[config.mk]
export PLATFORM = sky130hd
export DESIGN_NAME = group_scan_cmd_ctrl
export DESIGN_NICKNAME = d
export VERILOG_FILES = /design/src/rtl/group_scan_cmd_ctrl.sv
export SDC_FILE = /design/constraint.sdc
export NUM_CORES = 1
export LEC_CHECK = 0
export CAP_MARGIN = 40
export CORE_ASPECT_RATIO = 0.8
export CORE_MARGIN = 2
export CORE_UTILIZATION = 35
export DETAILED_ROUTE_END_ITERATION = 6
export GPL_TIMING_DRIVEN = 0
export SLEW_MARGIN = 20
export SYNTH_ARGS = -nofsm -noshare
export SYNTH_HDL_FRONTEND = slang
export SYNTH_SLANG_ARGS = --single-unit
[constraint.sdc]
create_clock -name clk -period 3.4 [get_ports clk]
set_clock_uncertainty 0.15 [all_clocks]
set_input_delay 0.68 -clock clk [delete_from_list [all_inputs] [get_ports clk]]
set_output_delay 0.68 -clock clk [all_outputs]
set_load 0.05 [all_outputs]
[src/rtl/group_scan_cmd_ctrl.sv]
// group_scan_cmd_ctrl
// -------------------
// Scan-side command controller for the group scan memory/register interface.
// A command frame is shifted in serially. scan_update then issues it on the
// static_*_group_mux request bus, and scan_id_group_mux toggles to launch it.
// The request is held until a rising edge of static_ready_group_mux. After
// that the returned read data is latched so that scan_capture can snapshot it
// for scan-out.
//
// Frame layout, LSB first on the wire:
//   {[parity], wen, ren, addr[ADDR_W-1:0], wdata[DATA_W-1:0]}
// Capture word: {[parity], 0..., busy, err[1], err[0], rdata_lat[DATA_W-1:0]}
//
// Optional feature: define SCAN_CMD_PARITY_EN to add an even-parity MSB to the
// frame. The controller checks it on update and generates it on capture.
//
// Ports:
//   clk, rst                  clock, synchronous active-high reset
//   scan_shift, scan_in       serial shift enable / data in (enters the MSB)
//   scan_out                  serial data out (shift register bit 0)
//   scan_capture              load the readback word; clears err after the snapshot
//   scan_update               issue the command held in the shift register
//   static_wen/ren/addr/wdata_group_mux   registered request bus
//   static_rdata_group_mux    returned read data
//   static_ready_group_mux    downstream completion (rising edge is used)
//   scan_id_group_mux         toggles once per issued command
//   busy                      command outstanding (FSM is in WAIT)
//   err                       sticky: [0] illegal/dropped command, [1] timeout
//
// Handshake: a command is outstanding from the cycle after issue until the
// cycle after a 0->1 transition of static_ready_group_mux is seen in WAIT. A
// ready level that is already high when the command issues does not count.
module group_scan_cmd_ctrl #(
  parameter int ADDR_W  = 20,
  parameter int DATA_W  = 32,
  parameter int TIMEOUT = 255
) (
  input  logic              clk,
  input  logic              rst,
  input  logic              scan_shift,
  input  logic              scan_in,
  output logic              scan_out,
  input  logic              scan_capture,
  input  logic              scan_update,
  output logic              static_wen_group_mux,
  output logic              static_ren_group_mux,
  output logic [ADDR_W-1:0] static_addr_group_mux,
  output logic [DATA_W-1:0] static_wdata_group_mux,
  input  logic [DATA_W-1:0] static_rdata_group_mux,
  input  logic              static_ready_group_mux,
  output logic              scan_id_group_mux,
  output logic              busy,
  output logic [1:0]        err
);

  localparam int FRAME_W = 2 + ADDR_W + DATA_W;
`ifdef SCAN_CMD_PARITY_EN
  localparam int SR_W = FRAME_W + 1;
`else
  localparam int SR_W = FRAME_W;
`endif
  localparam int CNT_W = $clog2(TIMEOUT + 1);
  // The counter holds the number of WAIT cycles already spent. The abort fires
  // on the TIMEOUT-th WAIT cycle, so WAIT lasts at most TIMEOUT cycles.
  localparam logic [CNT_W-1:0] CNT_LAST = CNT_W'(TIMEOUT - 1);

  typedef enum logic {IDLE = 1'b0, WAIT = 1'b1} state_t;

  state_t              state_q, state_d;
  logic [SR_W-1:0]     sr_q, sr_d;
  logic                wen_q, wen_d, ren_q, ren_d;
  logic [ADDR_W-1:0]   addr_q, addr_d;
  logic [DATA_W-1:0]   wdata_q, wdata_d;
  logic [DATA_W-1:0]   rdata_lat_q, rdata_lat_d;
  logic                id_q, id_d;
  logic [1:0]          err_q, err_d;
  logic [CNT_W-1:0]    cnt_q, cnt_d;
  logic                prev_ready_q;

  // Frame decode and event qualification.
  logic                f_wen, f_ren, parity_ok;
  logic                upd_issue, upd_err, ready_edge, done, tout;
  logic [SR_W-1:0]     cap_word;

  assign f_wen = sr_q[FRAME_W-1];
  assign f_ren = sr_q[FRAME_W-2];
`ifdef SCAN_CMD_PARITY_EN
  assign parity_ok = ~(^sr_q);
`else
  assign parity_ok = 1'b1;
`endif

  assign ready_edge = static_ready_group_mux & ~prev_ready_q;
  assign upd_issue  = scan_update & (state_q == IDLE) & parity_ok & (f_wen ^ f_ren);
  assign upd_err    = scan_update & ((state_q == WAIT) | ~parity_ok | (f_wen & f_ren));
  assign done       = (state_q == WAIT) & ready_edge;
  // A ready edge in the same cycle as the last WAIT cycle wins over timeout.
  assign tout       = (state_q == WAIT) & ~ready_edge & (cnt_q == CNT_LAST);

  always_comb begin
    cap_word = '0;
    cap_word[DATA_W-1:0] = rdata_lat_q;
    cap_word[DATA_W]     = err_q[0];
    cap_word[DATA_W+1]   = err_q[1];
    cap_word[DATA_W+2]   = busy;
`ifdef SCAN_CMD_PARITY_EN
    cap_word[SR_W-1]     = ^cap_word[FRAME_W-1:0];
`endif
  end

  // FSM: state register.
  always_ff @(posedge clk) begin
    if (rst) state_q <= IDLE;
    else     state_q <= state_d;
  end

  // FSM: next state.
  always_comb begin
    state_d = state_q;
    case (state_q)
      IDLE:    if (upd_issue)   state_d = WAIT;
      WAIT:    if (done | tout) state_d = IDLE;
      default: state_d = IDLE;
    endcase
  end

  // FSM: outputs.
  always_comb begin
    busy = (state_q == WAIT);
  end

  // Datapath next-state.
  always_comb begin
    sr_d        = sr_q;
    wen_d       = wen_q;
    ren_d       = ren_q;
    addr_d      = addr_q;
    wdata_d     = wdata_q;
    rdata_lat_d = rdata_lat_q;
    id_d        = id_q ^ upd_issue;
    cnt_d       = cnt_q;
    // Clear-on-read: the capture word above already holds the old err value.
    err_d       = scan_capture ? 2'b00 : err_q;

    if (scan_capture)    sr_d = cap_word;
    else if (scan_shift) sr_d = {scan_in, sr_q[SR_W-1:1]};

    if (upd_issue) begin
      wen_d   = f_wen;
      ren_d   = f_ren;
      addr_d  = sr_q[DATA_W +: ADDR_W];
      wdata_d = sr_q[DATA_W-1:0];
      cnt_d   = '0;
    end else if (state_q == WAIT) begin
      cnt_d = cnt_q + 1'b1;
    end

    if (done & ren_q) rdata_lat_d = static_rdata_group_mux;
    if (done | tout) begin
      wen_d = 1'b0;
      ren_d = 1'b0;
    end

    if (upd_err) err_d[0] = 1'b1;
    if (tout)    err_d[1] = 1'b1;
  end

  always_ff @(posedge clk) begin
    if (rst) begin
      sr_q         <= '0;
      wen_q        <= 1'b0;
      ren_q        <= 1'b0;
      addr_q       <= '0;
      wdata_q      <= '0;
      rdata_lat_q  <= '0;
      id_q         <= 1'b0;
      err_q        <= 2'b00;
      cnt_q        <= '0;
      prev_ready_q <= 1'b0;
    end else begin
      sr_q         <= sr_d;
      wen_q        <= wen_d;
      ren_q        <= ren_d;
      addr_q       <= addr_d;
      wdata_q      <= wdata_d;
      rdata_lat_q  <= rdata_lat_d;
      id_q         <= id_d;
      err_q        <= err_d;
      cnt_q        <= cnt_d;
      prev_ready_q <= static_ready_group_mux;
    end
  end

  assign scan_out               = sr_q[0];
  assign static_wen_group_mux   = wen_q;
  assign static_ren_group_mux   = ren_q;
  assign static_addr_group_mux  = addr_q;
  assign static_wdata_group_mux = wdata_q;
  assign scan_id_group_mux      = id_q;
  assign err                    = err_q;

endmodule

==> flow_summary_export.csv <==
group,metric,value,unit
layout,layout_common_cells,"nand2_1 (172), dfxtp_1 (153), clkdlybuf4s50_1 (95), a21oi_1 (89), nor2_1 (60)",
drt,postRouteAntennaNets,0,
global_routing,antenna_found_initial,0,
global_routing,grt_pass1_wl,22.9,mm
sta,setup_viol,0,
drt,drt_wl_total,14.1,mm
placed_design,dp_hpwl,10.1,mm
worst_setup_path,crit_required,2.57,ns
worst_setup_path,max_stage_delay,0.87,ns
clock_tree,htree_levels,4,
sta,maxSlewViolCount,0,
clock_tree,hold_buffers,0,
logic_synthesis,syn_inst,651,
worst_setup_path,crit_start,"busy",
logic_synthesis,synth_async_sr_flop_share,0,
placed_design,dp.cells,966,
clock_tree,cts_sinks,153,
layout,syn_to_final_growth,31.1,%
worst_setup_path,crit_fanout,8,
layout,seq_area,0.00306,mm^2
drt,firstDrtPassIters,5,
global_routing,grt_max_degree,17,
placed_design,io_buffers,95,
worst_setup_path,rrSetupSlack,1.35,ns
layout,nets,807,
layout,drive_gt1_frac,0.125,
clock_tree,cts_tree,"built",
clock_tree,clockBufferDepth,2,
drt,routedWlPerCell,14.1,um
layout,stdcell_area,0.00767,mm^2
logic_synthesis,synth_seq_area_share,0.524,
worst_setup_path,path_class,"flop to primary output",
worst_setup_path,cp_cell_sequence,"clkdlybuf4s50_1",
sta,min_period,2.65,ns
worst_setup_path,cp-end-kind,"primary output",
clock_tree,root_buffer,"clkbuf_16",
floorplan,io_pins,98,
floorplan,fp.dieW,149,um
worst_setup_path,critPathArrivalTime,1.82,ns
drt,vias_per_cell,4.74,
clock_tree,post-cts-setup-buffers,0,
floorplan,start_util,0.356,
floorplan,rows,42,
worst_setup_path,path_buf_inv,1,
layout,instances_no_fill,998,
worst_setup_path,r2r-end,"cnt_q[2]",
worst_setup_path,start_kind,"flop",
logic_synthesis,ys.flop_type,"dfxtp_1",
logic_synthesis,syn_nets,693,
drt,via_count,4726,
logic_synthesis,synth-edff-count,0,
layout,multi_input_area,0.00256,mm^2
sta,rsz0062_at_grt,"no",
clock_tree,path_clk_slew,0.06,ns
worst_setup_path,slowest_stage,"clkdlybuf4s50_1",
worst_setup_path,regToRegStartpoint,"sr_q[52]",
layout,diodes,0,
hold_path,min-delay-path-class,"flop to flop",
drt,first_iter_violations,246,
sta,hold_viol,0,
floorplan,die-area,0.0178,mm^2
clock_tree,cts_inserted_buffers,17,
placed_design,gp_congestion,0.773,
logic_synthesis,synth_warnings,0,
global_routing,overflow,0,
drt,drc_errors,0,
sta,worstMarginPinSlew,0.576,ns
sta,slew-limit-headroom,0.615,
sta,whs,0.302,ns
worst_setup_path,reg2reg_depth,5,
floorplan,core,0.0164,mm^2
sta,fmax,0.377,GHz
logic_synthesis,synth.cell_area,0.00585,mm^2
power,total_power,0.00386,W
floorplan,dieHeight,120,um
logic_synthesis,synth_area_per_cell,8.99,um^2
worst_setup_path,critical_path.top_delay_family,"buffers and inverters",
placed_design,dpl_cell_area,0.00708,mm^2
clock_tree,post_cts_resized,0,
global_routing,grt_util_all_layers,0.166,
power,leakage,2.84,nW
power,pwr_density_cell,503,mW/mm^2
layout,fillCellCount,1570,
sta,tns,0,ns
worst_setup_path,path_depth,1,
power,max-vdd-ir-drop,327,uV
worst_setup_path,cp-endpoint,"busy",
logic_synthesis,synth_seq_cells,153,
flow_run,drv_cap,0,
clock_tree,clock_latency,0.43,ns
layout,final_common_cell,"nand2_1",
logic_synthesis,synth.distinct_cells,34,
outcome,status,"finished clean",
sta,finalCritPeriodShare,0.779,
global_routing,grt_pass1_vias,4684,
==> cells in the mapped netlist, drive strengths merged, types with 2 or more instances <==
library cell    n  area, um^2
o21ai           3        15.0
nand3           2        10.0
a21oi          89         445
dfxtp         153        3060
ha              3        37.5
nand2         172         646
nand4           3        25.0
mux2i          56         561
or3             2        12.5
mux2           35         394
xor2            2        17.5
nor2           60         225
nor3            2        10.0
buf            28         146
inv             2        7.51
xnor2           3        26.3
nor2b           3        18.8
nand2b          3        18.8
clkbuf         18        67.6
==> kinds of logic (layout without fill, tap and decap cells) <==
family                   after synthesis  count (layout)  synth area share
multiplexers                          91              91             0.163
XOR/XNOR                               5               5           0.00749
buffers and inverters                 48             175            0.0379
flip-flops                           153             153             0.524
adder cells (fa/ha/maj)                3               3           0.00642
AO/OA/AOI/OAI                         97              97            0.0858
AND/OR/NAND/NOR                      254             254             0.176
==> state kept, by name (all words and copies together), names as in the netlist, 2 cells and up <==
register and cells:
static_addr_group_mux 20, sr_q 54, static_wdata_group_mux 32, cnt_q 8
err 2, rdata_lat_q 32
==> metal layers <==
layer  vias to the layer above  track usage  share of wire  routed length [um]
met5                         -            0              0                   0
met4                         0       0.0637          0.019                 268
met3                        23       0.0452          0.044                 622
met2                       108        0.271           0.46                6520
met1                      2206        0.209           0.47                6690
li1                       2389            -              -                   -
==> how the worst min path moves through the flow <==
stage / start / end / slack [ns] / depth (start not counted)
after global placement: rdata_lat_q[17] / rdata_lat_q[17] / 0.29 / 2
after floorplan: rdata_lat_q[0] / rdata_lat_q[0] / 0.29 / 2
after global routing: static_wdata_group_mux[23] / static_wdata_group_mux[23] / 0.32 / 2
final: rdata_lat_q[14] / rdata_lat_q[14] / 0.30 / 2
after detailed placement: static_wdata_group_mux[15] / static_wdata_group_mux[15] / 0.30 / 2
after CTS: static_wdata_group_mux[30] / static_wdata_group_mux[30] / 0.30 / 2
==> final cells by class <==
| cell class | count | share of cell area |
|---|---|---|
| plain buffers | 46 | 0.0279 |
| clock buffers | 19 | 0.0577 |
| clock inverters | 13 | 0.0197 |
| repair buffers | 95 | 0.124 |
| well taps | 220 | 0.0359 |
| flip-flops and latches | 153 | 0.399 |
| multi-input cells | 450 | 0.334 |
| inverters | 2 | 0.000979 |
==> through the flow <==
step           utilization  worst slack [ns]
2_1_floorplan            -              1.56
3_3_place_gp         0.430             0.933
3_5_place_dp         0.430             0.897
4_1_cts              0.466             0.756
5_1_grt              0.466             0.713
6_report             0.466             0.750
==> power breakdown <==
group          switching, W  total [W]  internal, W
sequential       0.00000337    0.00180      0.00180
clock              0.000735    0.00190      0.00117
combinational     0.0000881   0.000161    0.0000728
No activity file was read; power rests on OpenSTA's default activity.
